===== config.mk =====
export PLATFORM = sky130hd
export DESIGN_NAME = regfile_2r1w_sb
export DESIGN_NICKNAME = d
export VERILOG_FILES = /design/src/rtl/regfile_pkg.sv /design/src/rtl/rf_scoreboard.sv /design/src/rtl/regfile_2r1w_sb.sv
export SDC_FILE = /design/constraint.sdc
export NUM_CORES = 1
export LEC_CHECK = 0
export CORE_MARGIN = 2
export CORE_UTILIZATION = 55
export DETAILED_ROUTE_END_ITERATION = 8
export PLACE_DENSITY = 0.8
export SLEW_MARGIN = 20
export SYNTH_ARGS = -nofsm -noshare
export SYNTH_HDL_FRONTEND = slang
export SYNTH_SLANG_ARGS = --single-unit

===== constraint.sdc =====
create_clock -name clk -period 3.72 [get_ports clk]
set_input_delay 0.93 -clock clk [delete_from_list [all_inputs] [get_ports clk]]
set_output_delay 0.93 -clock clk [all_outputs]
set_load 0.01 [all_outputs]

===== src/rtl/regfile_pkg.sv =====
// Shared constants and types for the two-read/one-write register file.
package regfile_pkg;

    // Default geometry: 8 registers of 16 bits.
    localparam int DATA_W_DEF = 16;
    localparam int ADDR_W_DEF = 3;
    localparam int NREGS      = 2 ** ADDR_W_DEF;

    // Register index and data types for the default geometry.
    typedef logic [ADDR_W_DEF-1:0] reg_idx_t;
    typedef logic [DATA_W_DEF-1:0] reg_data_t;

endpackage


===== src/rtl/rf_scoreboard.sv =====
// Busy scoreboard: one flag per register marking a pending producer.
// A reserve and a write-clear that land on the same index in one cycle
// resolve with the reserve winning, because the newer producer is still
// outstanding. Reset clears every flag and overrides both.
module rf_scoreboard
    import regfile_pkg::*;
#(
    parameter int ADDR_W  = ADDR_W_DEF,
    parameter bit ZERO_R0 = 1'b0
) (
    input  logic              clk,
    input  logic              reset,
    input  logic              set_en_i,
    input  logic [ADDR_W-1:0] set_idx_i,
    input  logic              clr_en_i,
    input  logic [ADDR_W-1:0] clr_idx_i,
    input  logic [ADDR_W-1:0] look_a_i,
    input  logic [ADDR_W-1:0] look_b_i,
    output logic              busy_a_o,
    output logic              busy_b_o
);

    localparam int NUM_REGS = 2 ** ADDR_W;

    logic [NUM_REGS-1:0] busy_q;
    logic [NUM_REGS-1:0] busy_d;

    // Next-state flags: clear for the completing write first, then set for
    // the new reservation so the reservation has the final say.
    always_comb begin
        busy_d = busy_q;
        if (clr_en_i) begin
            busy_d[clr_idx_i] = 1'b0;
        end
        if (set_en_i) begin
            busy_d[set_idx_i] = 1'b1;
        end
        if (ZERO_R0) begin
            busy_d[0] = 1'b0;
        end
    end

    // Flag register with synchronous reset taking priority over set/clear.
    always_ff @(posedge clk) begin
        if (reset) begin
            busy_q <= '0;
        end else begin
            busy_q <= busy_d;
        end
    end

    // Lookup ports report the stored flag; bypass masking is done by the caller.
    assign busy_a_o = busy_q[look_a_i];
    assign busy_b_o = busy_q[look_b_i];

endmodule


===== src/rtl/regfile_2r1w_sb.sv =====
// Register file with one synchronous write port, two combinational read
// ports, optional write-to-read bypass and a per-register busy scoreboard
// used by the controller to detect read-after-write hazards.
module regfile_2r1w_sb
    import regfile_pkg::*;
#(
    parameter int DATA_W  = DATA_W_DEF,
    parameter int ADDR_W  = ADDR_W_DEF,
    parameter bit BYPASS  = 1'b1,
    parameter bit ZERO_R0 = 1'b0
) (
    input  logic              clk,
    input  logic              reset,
    input  logic [DATA_W-1:0] data_in,
    input  logic [ADDR_W-1:0] writenum,
    input  logic              write,
    input  logic              reserve,
    input  logic [ADDR_W-1:0] reservenum,
    input  logic [ADDR_W-1:0] readnum_a,
    input  logic [ADDR_W-1:0] readnum_b,
    output logic [DATA_W-1:0] data_out_a,
    output logic [DATA_W-1:0] data_out_b,
    output logic              busy_a,
    output logic              busy_b
);

    localparam int NUM_REGS = 2 ** ADDR_W;

    logic [DATA_W-1:0] regs_q [NUM_REGS];

    logic wr_en;
    logic rsv_en;
    logic hit_a;
    logic hit_b;
    logic rd_zero_a;
    logic rd_zero_b;
    logic sb_busy_a;
    logic sb_busy_b;

    // Effective write/reserve enables: register 0 swallows both when hardwired.
    always_comb begin
        wr_en  = write;
        rsv_en = reserve;
        if (ZERO_R0 && (writenum == '0)) begin
            wr_en = 1'b0;
        end
        if (ZERO_R0 && (reservenum == '0)) begin
            rsv_en = 1'b0;
        end
    end

    // Data array: synchronous clear on reset, otherwise a single indexed write.
    always_ff @(posedge clk) begin
        if (reset) begin
            for (int i = 0; i < NUM_REGS; i++) begin
                regs_q[i] <= '0;
            end
        end else if (wr_en) begin
            regs_q[writenum] <= data_in;
        end
    end

    rf_scoreboard #(
        .ADDR_W  (ADDR_W),
        .ZERO_R0 (ZERO_R0)
    ) u_scoreboard (
        .clk       (clk),
        .reset     (reset),
        .set_en_i  (rsv_en),
        .set_idx_i (reservenum),
        .clr_en_i  (wr_en),
        .clr_idx_i (writenum),
        .look_a_i  (readnum_a),
        .look_b_i  (readnum_b),
        .busy_a_o  (sb_busy_a),
        .busy_b_o  (sb_busy_b)
    );

    // Per-port bypass hit and hardwired-zero detection.
    always_comb begin
        hit_a     = BYPASS && write && (writenum == readnum_a);
        hit_b     = BYPASS && write && (writenum == readnum_b);
        rd_zero_a = ZERO_R0 && (readnum_a == '0);
        rd_zero_b = ZERO_R0 && (readnum_b == '0);
    end

    // Port A: binary-indexed read, bypassed value counts as available.
    always_comb begin
        data_out_a = hit_a ? data_in : regs_q[readnum_a];
        busy_a     = sb_busy_a && !hit_a;
        if (rd_zero_a) begin
            data_out_a = '0;
            busy_a     = 1'b0;
        end
    end

    // Port B: same resolution as port A, evaluated independently.
    always_comb begin
        data_out_b = hit_b ? data_in : regs_q[readnum_b];
        busy_b     = sb_busy_b && !hit_b;
        if (rd_zero_b) begin
            data_out_b = '0;
            busy_b     = 1'b0;
        end
    end

endmodule


Yosys cells after proc, flatten, opt, wreduce, memory -nomap -nowiden --
Memories as Yosys holds them, arrays and structs flattened. Index checks and enable logic that the tools add are counted.
Storage, ports and cells: register bits 8, memory bits (writable) 128, input port bits 32, output and inout bits 34, logic and storage cells 42, memories 1
Memories:
- regs_q | words 8, bits a word 16, rd ports 2, clocked after Yosys merged registers in 0, wr ports 8, RTL line regfile_2r1w_sb.sv:29 | logic [DATA_W-1:0] regs_q [NUM_REGS];
Cells by class: $lt $le $gt $ge 6, equality and inequality tests 2, mux-type cells 20, bitwise operators 3, reduce and logical (&&, ||, !) cells 9
Operators with widths (count):
- 16-bit two-way mux | 3
- 3-bit by 4-bit < comparator with 1-bit output, second input constant | 4
- 8-bit two-way mux | 2
- 16-bit OR reduction | 1
- 1-bit two-way mux | 10
- 8-bit bitwise AND | 1
- 8-bit NOT | 1
- 8-bit bitwise OR | 1
- 1-bit binary-select mux with 3-bit select | 2
- 1-bit demux with 3-bit select | 2
- 3-bit equality test | 2
- 3-bit by 1-bit >= comparator with 1-bit output, second input constant | 2
- 1-bit logical AND | 6
- 3-bit two-way mux | 1
- 1-bit logical NOT | 2

Longest topological paths before layout --
depth after elaboration 9, mapped depth 6, mapped depth without buffers 3

Hierarchy --
A second synthesis with hierarchy kept.
Second synthesis, totals: cell total of the unflattened synthesis 495, area, all modules 7935.1 sq um
By module, submodules not included:
- regfile_2r1w_sb | instances 1, cells each 447, area an instance 7472.2 sq um, sequential area each 3843.7 sq um
- rf_scoreboard | instances 1, cells each 48, area an instance 462.9 sq um, sequential area each 160.2 sq um

Least setup slack after synthesis --
OpenSTA, ideal clock, no wires.
path type input to output, start point input readnum_a[1], end point output data_out_a[0], arrival 2.354 ns, required time 2.790 ns, path slack 0.436 ns, cell stages on the path 5, path buffers 2, cell sequence clkbuf_1 clkbuf_1 mux4_1 mux2_2 mux2_2
Between the ends: cells in the longest elaborated chain, start to end 3, elaborated cells on any way between the ends 4, those cells by class 1 x eq/ne; 1 x mux; 1 x reduce/logical; 1 x memory
RTL lines:
- start, declared | RTL line regfile_2r1w_sb.sv:19 | input logic [ADDR_W-1:0] readnum_a,
- parallel branches: the longest is 2 deep, another holds memory 8 x 16 bit
- 16-bit two-way mux (*) | RTL line regfile_2r1w_sb.sv:89 | data_out_a = hit_a ? data_in : regs_q[readnum_a];
- end, declared | RTL line regfile_2r1w_sb.sv:21 | output logic [DATA_W-1:0] data_out_a,
Mark *: on every way between the ends.

Worst setup path after layout --
start point input readnum_b[0], end point output data_out_b[7]
Between the ends: cells in the longest elaborated chain, start to end 3, elaborated cells on any way between the ends 4, those cells by class 1 x eq/ne; 1 x mux; 1 x reduce/logical; 1 x memory
RTL lines:
- start, declared | RTL line regfile_2r1w_sb.sv:20 | input logic [ADDR_W-1:0] readnum_b,
- parallel branches: the longest is 2 deep, another holds memory 8 x 16 bit
- 16-bit two-way mux (*) | RTL line regfile_2r1w_sb.sv:99 | data_out_b = hit_b ? data_in : regs_q[readnum_b];
- end, declared | RTL line regfile_2r1w_sb.sv:22 | output logic [DATA_W-1:0] data_out_b,
Marked as above.

==> impl_metrics.py <==
metrics = {
    "layout": {
        "diodes": 0,
        "layout.cells.non_filler": 810,
        "post-route-cell-area_um2": 9937,
        "finish.net_count": 645,
        "layout_commonest_cell": "and2_1",
        "most-common-layout-cells": "and2_1, edfxtp_1, mux4_1",
        "area_growth_syn_to_layout_pct": 24.58,
        "post_layout_utilization_of_the_core_pct": 69.16,
        "post_route_cells_drive_above_1_share_pct": 27.80,
    },
    "yosys": {
        "yosys_register_bits": 136,
        "yosysUniqueCellTypes": 27,
        "postSynthCellCount": 496,
        "synth_area_per_cell_um2": 16.08,
        "synthesis.area_um2": 7976,
        "mappedNetlistNets": 528,
        "ys_warnings": 0,
        "share_of_synthesized_area_occupied_by_flip_flops_and_latches_pct": 50.20,
    },
    "clock_tree": {
        "cts.clk_slew.worst_paths_ns": 0.06,
        "cts.path.max_buffers": 2,
        "post_cts_hold_buffer_count": 0,
        "cts.root.buffer_cell": "clkbuf_16",
        "htree_num_levels": 4,
        "clk-insertion-delay-late_ns": 0.41,
        "inserted_clock_buffers": 17,
        "clock_sink_count": 136,
        "cts_tree": "built",
    },
    "route": {
        "detailedRoute.firstIterationViolations": 408,
        "number_of_vias_in_the_routed_layout": 5188,
        "antenna_violating_nets_post_route": 0,
        "number_of_detailed_route_iterations_in_the_first_pass": 5,
        "drt-total-wl_mm": 20.82,
        "post_drt_via_cell_ratio": 6.405,
        "route.detailed.drc": 0,
        "avgRoutedWirePerCell_um": 25.71,
    },
    "hold_path": {
        "worst_hold_path.num_cells": 2,
        "timing.hold.worst.start": "u_scoreboard.busy_q[0]$_SDFF_PP0_",
        "hold_path_class": "flop to flop",
    },
    "sta": {
        "fin_hold_ws_ns": 0.4874,
        "sum_of_negative_setup_slack_ns": 0,
        "setup_slack_ns": 0.03423,
        "timing.final.setup_violations": 0,
        "final-hold-violation-count": 0,
        "tightestPinTransition_ns": 0.6379,
        "clock_skew_ns": 0,
        "setup_repair_after_global_routing_missed_its_margin": "false",
        "clock.fmax_mhz": 271.3,
        "finalCriticalPeriod_ns": 3.686,
        "timing_max_transition_violations_final": 0,
        "post-route-period-util_pct": 99.08,
        "worst_slew_slack_as_a_fraction_of_its_limit_pct": 57.47,
    },
    "place": {
        "numPortBuffers": 65,
        "gp_routability_congestion": 0.8792,
        "dp_cells": 761,
        "placement.cell_area_um2": 9179,
        "detailedPlace.worstSlack_ns": -0.3104,
        "hpwlAfterDp_mm": 12.69,
    },
    "floorplanning": {
        "ioPinCount": 66,
        "floorplan.die_area_um2": 15480,
        "floorplan.initialDensity_pct": 55.51,
        "dieHeight_um": 124.4,
        "core-area_um2": 14370,
        "rows": 44,
        "die_width_um": 124.4,
    },
    "global_routing": {
        "globalRouteOverflowTotal": 0,
        "global_route_wire_length_before_repair_mm": 31.24,
        "initial_antenna_violation_count": 0,
        "grt_pass1_vias": 5316,
        "grt_max_degree": 18,
        "grt_total_usage_pct": 27.36,
    },
    "critical_path": {
        "worst_ep_arrival_time_ns": 2.76,
        "critPathCaptureType": "primary output",
        "critical_path_required_ns": 2.79,
        "worst-r2r-setup-slack_ns": 3.02,
        "worst_r2r_endpoint": "u_scoreboard.busy_q[7]$_SDFF_PP0_",
        "worst_setup_path_endpoint": "data_out_b[7]",
        "crit_path_start": "readnum_b[0]",
        "startpoint_type": "primary input",
        "setup_cp_type": "primary input to primary output",
        "critPathMaxFanout": 16,
        "timing.rr.start": "u_scoreboard.busy_q[7]$_SDFF_PP0_",
        "worst_r2r_path_depth": 2,
    },
    "outcome": {
        "status": "finished clean",
    },
    "power": {
        "p_leak_nw": 3.916,
        "design_power_total_mw": 4.179,
        "p_per_area_nw_per_um2": 420.6,
        "max-vdd-ir-drop_v": 0.0003012,
    },
    "job": {
        "max-cap-violations": 0,
    },
}
[cell families (layout without fill, tap and decap cells)]
| group | after synthesis | after routing | synth area share, % |
|---|---|---|---|
| AND/OR/NAND/NOR | 161 | 161 | 12.25 |
| buffers and inverters | 39 | 169 | 3.184 |
| XOR/XNOR | 6 | 6 | 0.6588 |
| multiplexers | 134 | 134 | 32.19 |
| AO/OA/AOI/OAI | 20 | 20 | 1.522 |
| flip-flops | 136 | 136 | 50.20 |
[cells in the mapped netlist]
| cell type | n | share of area [%] |
|---|---|---|
| a21o_1 | 1 | 0.094 |
| a21oi_1 | 4 | 0.25 |
| a31o_2 | 1 | 0.11 |
| and2_1 | 130 | 10 |
| buf_2 | 2 | 0.13 |
| buf_6 | 14 | 2.0 |
| clkbuf_1 | 19 | 0.89 |
| dfxtp_1 | 8 | 2.0 |
| edfxtp_1 | 128 | 48 |
| inv_1 | 4 | 0.19 |
| mux2_2 | 56 | 7.9 |
| mux2_4 | 10 | 1.9 |
| mux4_1 | 68 | 22 |
| nand2_1 | 5 | 0.24 |
| nand2b_1 | 3 | 0.24 |
| nand3_1 | 4 | 0.25 |
| nand3b_1 | 1 | 0.094 |
| nand4_1 | 3 | 0.24 |
| nor2_1 | 8 | 0.38 |
| nor2b_1 | 3 | 0.24 |
| nor3_1 | 1 | 0.063 |
| nor3_2 | 1 | 0.13 |
| nor3b_1 | 1 | 0.094 |
| o21ai_0 | 8 | 0.50 |
| o21bai_1 | 6 | 0.56 |
| or3b_2 | 1 | 0.11 |
| xnor2_1 | 6 | 0.66 |
[metal layers]
metal | share of wire, % | vias to the layer above | routed length (um) | GRT usage (%)
li1 | - | 2210 | - | -
met1 | 39 | 2625 | 8132 | 35.65
met2 | 50 | 297 | 10380 | 46.38
met3 | 8.1 | 56 | 1679 | 4.897
met4 | 3.0 | 0 | 627 | 9.914
met5 | 0 | - | 0 | 0
[area by class of cell]
cell class / instances / area, um2
timing repair buffer: 133 / 1384
tap: 184 / 230.2
clock inverter: 14 / 156.4
multi-input combinational: 321 / 3719
sequential: 136 / 4004
clock buffer: 18 / 429.2
inverter: 4 / 15.01
fill: 925 / 4432
[sequential cells by signal, indices dropped and copies added (netlist names)]
signal and flops:
regs_q 128, u_scoreboard.busy_q 8
[repair_timing]
| item | 4_1_cts | 5_1_grt |
|---|---|---|
| gates cloned | 1 | 0 |
| pin swaps | 2 | 0 |
| gates resized for setup | 46 | 17 |
| buffers inserted | 16 | 1 |
| setup endpoints to repair | 34 | 19 |
[power by group]
part / internal (mW) / leakage [nW] / total, mW / switching [mW]
Clock: 1.04 / 0.269 / 1.68 / 0.632
Combinational: 0.388 / 2.35 / 0.683 / 0.295
Sequential: 1.77 / 1.30 / 1.82 / 0.0459
[worst max-delay path, cell delays in order]
cell	delay, ns
buf_2	0.19
buf_12	0.20
mux4_1	0.60
mux2_2	0.29
mux2_2	0.26
dlygate4sd2_1	0.28
[how the worst min path moves through the flow]
stage	end	slack, ns
6_report	u_scoreboard.busy_q[0]$_SDFF_PP0_	0.49
3_5_place_dp	u_scoreboard.busy_q[0]$_SDFF_PP0_	0.47
5_1_grt	u_scoreboard.busy_q[0]$_SDFF_PP0_	0.52
4_1_cts	u_scoreboard.busy_q[0]$_SDFF_PP0_	0.49
2_1_floorplan	u_scoreboard.busy_q[1]$_SDFF_PP0_	0.45
3_3_place_gp	u_scoreboard.busy_q[4]$_SDFF_PP0_	0.46
Power figures use the tool's default switching activity.
==> edit 1, RTL diff (same settings) <==
The package constant `DATA_W_DEF` goes from 16 to 14.
--- a/src/rtl/regfile_pkg.sv
+++ b/src/rtl/regfile_pkg.sv
@@ -3,5 +3,5 @@
 
     // Default geometry: 8 registers of 16 bits.
-    localparam int DATA_W_DEF = 16;
+    localparam int DATA_W_DEF = 14;
     localparam int ADDR_W_DEF = 3;
     localparam int NREGS      = 2 ** ADDR_W_DEF;
Interface: changed (resized data_in, data_out_a and data_out_b); port bits go from 66 to 60. No check against the original RTL was run, so the function may have changed too.
==> edit 1 against the original RTL <==
  * Synthesized area fell by 12%
  * Die area shrank 12%
  * Count of clock-buffer cells in the layout grew 2
  * Sequential cell count down 16
  * Core utilization rose by 0.97 points
  * Sequential power shrank 12%
  * Worst setup slack improved by 0.017 ns
  * Final area fell by 12%
  * Total power is 10% lower
  * Highest routed layer unchanged
  * Global-route usage increased by 3.0 points
  * Routed wire length fell by 5.7%
==> edit 1: results (changes against the original RTL) <==
Parameter                              Value

Clock network
  Skew-Pair Late Insertion Delay ... 0.41 ns (about the same)

Drt
  Number of vias per cell after detailed routing ... 6.333 (-1.1%)
  Pre-Repair DR Iteration Count ... 7 (+2)
  Iteration-0 DRC Markers ... 582 (+43%)
  Total detailed-routing wirelength ... 19.64 mm (-5.7%)

Pwr
  Seq pwr share ... 0.431 (-0.005)
  PwrDens ... 426.3 nW/um^2 (+1.4%)
  Switching power share of the total ... 0.2345 (+0.001861)
  Logic power comb ... 597 uW (-13%)
  VDD IR max ... 302.8 uV (+0.54%)
  Leak Pwr ... 3.399 nW (-13%)

Yosys
  Number of synthesized flops with an enable pin ... 112 (-13%)
  Synthesized net count ... 474 (-10%)
  Part of the Yosys area used for sequential elements ... 0.5019 (about the same)
  Synthesized area per cell ... 15.81 um^2 (-1.7%)
  Top cells by area in the synthesized netlist ... sky130_fd_sc_hd__edfxtp_1, sky130_fd_sc_hd__mux4_1, sky130_fd_sc_hd__and2_1, sky130_fd_sc_hd__mux2_2, sky130_fd_sc_hd__dfxtp_1

Placement
  Detailed-placement wirelength estimate ... 10.84 mm (-15%)
  Routability congestion estimate ... 0.8172 (-7.1%)
  Placed cell area ... 7970 um^2 (-13%)
  Number of buffer cells added on primary ports ... 59 (-9.2%)
  Placed instance count ... 680 (-11%)

Layout
  Fraction of final layout cells with drive strength greater than 1 ... 0.2724 (-0.005554)
  Final Instance Count excl. Fillers ... 730 (-9.9%)
  Top flop regs ... regs_q x112, u_scoreboard.busy_q x8
  Nets@finish ... 577 (-11%)
  # fillers ... 801 (-13%)

Critical path
  Beginning of the critical path ... readnum_a[2]
  Crit path max-delay cell type ... sky130_fd_sc_hd__clkdlybuf4s50_1
  Stage delay of the slowest cell on the critical path ... 0.48 ns (-0.12 ns)
  Maximum fanout count along the critical path ... 5 (-11)
  R2R Path Start ... u_scoreboard.busy_q[3]$_SDFF_PP0_
  Cell type group with the largest total delay on the critical path ... buffers and inverters
  Register-to-register setup slack ... 3.04 ns (+0.02 ns)
  CP Data Arrival Time ... 2.74 ns (-0.02 ns)

GRT
  Aggregate global-route resource usage ... 0.3041 (+0.03049)
  Maximum number of pins on one net before global-route repair ... 17 (-1)
  Wire length of the first global-routing pass ... 28.72 mm (-8.0%)
  Via count of the first global-routing pass ... 4,805 (-9.6%)

Outcome
  Run status ... completed

STA
  Worst max-slew margin expressed relative to the limit ... 0.6265 (+0.05181)
[edit 1: metrics by stage]
step | hold WS [ns] | setup WS [ns]
floorplan | 0.4486 | 0.6598
global placement | 0.4651 | -0.5065
detailed placement | 0.4882 | -0.5612
CTS | 0.4963 | 0.001921
global route | 0.5312 | -0.01813
finish | 0.5023 | 0.05137
[edit 1: kinds of logic (layout without fill, tap and decap cells)]
group           after synthesis  in the layout  synth area share
buf+inv                      35            149           0.03083
flops                       120            120            0.5019
mux                         118            118            0.3176
compound gates               20             20           0.01729
xor+xnor                      6              6          0.007485
simple gates                145            145            0.1249
[edit 1: metal layers]
metal	up-vias	wire length, um	track usage
li1	1983	-	-
met5	-	0	0
met2	285	10050	0.5029
met3	45	1914	0.07158
met1	2310	7228	0.3958
met4	0	454	0.1153
[edit 1: area by class of cell]
cell class / count / area [um^2] / area share
multi-input cells: 289 / 3269 / 0.3724
inverters: 4 / 15.01 / 0.001710
flip-flops and latches: 120 / 3523 / 0.4014
repair buffers: 115 / 1212 / 0.1381
clock buffers: 20 / 436.7 / 0.04974
well taps: 172 / 215.2 / 0.02452
clock inverters: 10 / 106.4 / 0.01212
[edit 1: what timing repair did]
| action | in CTS | in global routing |
|---|---|---|
| endpoints found under the hold margin | 0 | 0 |
| pin swaps | 1 | 3 |
| setup endpoints to repair | 30 | 8 |
| buffers inserted | 5 | 10 |
| resized for setup | 66 | 9 |
| gates cloned | 4 | 1 |
[edit 1: worst paths after layout]
kind | cells past startpoint | end
worst max register to register | 2 | u_scoreboard.busy_q[3]$_SDFF_PP0_
worst max-delay path | 9 | data_out_a[7]
worst min-delay path | 2 | u_scoreboard.busy_q[0]$_SDFF_PP0_
worst min register to register | 2 | u_scoreboard.busy_q[0]$_SDFF_PP0_
==> edit 2, RTL diff (same settings) <==
Without the edit above. Put a register stage on the output `data_out_a`, with the module's reset. The value now appears one clock later. The other outputs are not delayed to match.
--- a/src/rtl/regfile_2r1w_sb.sv
+++ b/src/rtl/regfile_2r1w_sb.sv
@@ -26,4 +26,6 @@
 
     localparam int NUM_REGS = 2 ** ADDR_W;
+
+    logic [DATA_W-1:0] data_out_a_d;
 
     logic [DATA_W-1:0] regs_q [NUM_REGS];
@@ -87,8 +89,8 @@
     // Port A: binary-indexed read, bypassed value counts as available.
     always_comb begin
-        data_out_a = hit_a ? data_in : regs_q[readnum_a];
+        data_out_a_d = hit_a ? data_in : regs_q[readnum_a];
         busy_a     = sb_busy_a && !hit_a;
         if (rd_zero_a) begin
-            data_out_a = '0;
+            data_out_a_d = '0;
             busy_a     = 1'b0;
         end
@@ -105,4 +107,12 @@
     end
 
+    always_ff @(posedge clk) begin
+        if (reset) begin
+            data_out_a <= '0;
+        end else begin
+            data_out_a <= data_out_a_d;
+        end
+    end
+
 endmodule
 
Formal check against the unedited RTL: not equivalent (Yosys sat finds a counterexample within 4 cycles, from zero or initial values and one cycle with reset high).
==> edit 2 against the original RTL <==
  * Hold slack worse by 0.0058 ns
  * Core utilization shrank 0.087 points
  * Synthesized area fell by 0.36%
  * Worst setup slack better by 0.055 ns
  * Total power up 7.8%
  * Maximum frequency is 1.5% higher
  * Final area fell by 2.8%
  * Sequential cell count grew 16
  * Synthesized cell count is 11% higher
  * Routed wire length up 2.7%
  * Critical endpoint is now data_out_b[1]
  * Largest power group unchanged
==> edit 2: results (changes against the original RTL) <==
Parameter                              Value

Clock network
  Skew-Pair Late Insertion Delay ... 0.43 ns (+0.02 ns)
  Post-cts repair resize count ... 16 (-65%)

Yosys
  Synthesized area per cell ... 14.42 um^2 (-10%)
  Top cells by area in the synthesized netlist ... sky130_fd_sc_hd__edfxtp_1, sky130_fd_sc_hd__mux4_2, sky130_fd_sc_hd__and2_1, sky130_fd_sc_hd__dfxtp_1, sky130_fd_sc_hd__mux2i_1
  Portion of netlist area occupied by mux cells ... 0.2355 (-0.08637)
  Share of the synthesized area in compound gates (AO/OA/AOI/OAI) ... 0.03857 (+0.02335)
  Part of the Yosys area used for sequential elements ... 0.5441 (+0.04212)
  Post-synthesis xor/xnor area fraction ... 0.006612 (+0.00002386)
  Unique cell type count in the Yosys netlist ... 34 (+26%)
  Synthesized net count ... 583 (+10%)
  Synth top cells by count ... sky130_fd_sc_hd__and2_1, sky130_fd_sc_hd__edfxtp_1, sky130_fd_sc_hd__mux4_2

STA
  Final period utilization ... 0.9760 (-0.01478)
  Worst max-slew margin expressed relative to the limit ... 0.4718 (-0.1030)

Pwr
  VDD IR max ... 361.3 uV (+20%)
  Leak Pwr ... 3.626 nW (-7.4%)
  Switching power share of the total ... 0.2286 (-0.004104)
  Logic power comb ... 631 uW (-7.6%)
  Seq pwr share ... 0.451 (+0.015)

Drt
  Iteration-0 DRC Markers ... 719 (+76%)
  WL met2 ... 10.84 mm (+4.4%)
  Total number of vias ... 5,360 (+3.3%)
  Average wire per cell in the routed design ... 25.45 um (-1.0%)
  Number of vias per cell after detailed routing ... 6.381 (-0.37%)
  Routed length on met3 ... 1.900 mm (+13%)

Layout
  Nets@finish ... 678 (+5.1%)
  # fillers ... 944 (+2.1%)
  Top flop regs ... regs_q x128, data_out_a x16, u_scoreboard.busy_q x8

GRT
  Global-route track usage on met3 ... 0.07358 (+0.02461)
  Via count of the first global-routing pass ... 5,516 (+3.8%)
  Antenna violations before repair ... 1 (+1)
  Wire length of the first global-routing pass ... 32.87 mm (+5.2%)
  Met1 track demand over resource in global routing ... 0.3690 (+0.01247)

Placement
  Placed instance count ... 806 (+5.9%)
  Detailed-placement wirelength estimate ... 13.96 mm (+10%)
  Worst Setup Slack post-DPL ... -0.2011 ns (+0.1093 ns)
  Routability congestion estimate ... 0.8148 (-7.3%)
  Placed cell area ... 8996 um^2 (-2.0%)

Outcome
  Run status ... completed

Critical path
  Crit path max-delay cell type ... sky130_fd_sc_hd__mux4_2
  Stage delay of the slowest cell on the critical path ... 0.52 ns (-0.08 ns)
  CP Data Arrival Time ... 2.70 ns (-0.06 ns)
  Maximum fanout count along the critical path ... 6 (-10)
edit 2: area by class of cell:
| cell class | instances | area [um^2] | share of cell area |
|---|---|---|---|
| inverters | 13 | 48.80 | 0.005051 |
| diodes | 1 | 2.502 | 0.0002590 |
| clock buffers | 22 | 444.2 | 0.04597 |
| flip-flops and latches | 152 | 4324 | 0.4476 |
| multi-input cells | 347 | 3371 | 0.3489 |
| clock inverters | 10 | 177.7 | 0.01839 |
| repair buffers | 115 | 1069 | 0.1106 |
| well taps | 180 | 225.2 | 0.02331 |
edit 2: final timing paths:
check / start / endpoint / cells past startpoint
max: readnum_b[1] / data_out_b[1] / 6
min reg2reg: u_scoreboard.busy_q[2]$_SDFF_PP0_ / u_scoreboard.busy_q[2]$_SDFF_PP0_ / 2
max reg2reg: regs_q[7][12]$_SDFFCE_PN0P_ / data_out_a[12]$_SDFF_PP0_ / 3
min: u_scoreboard.busy_q[2]$_SDFF_PP0_ / u_scoreboard.busy_q[2]$_SDFF_PP0_ / 2
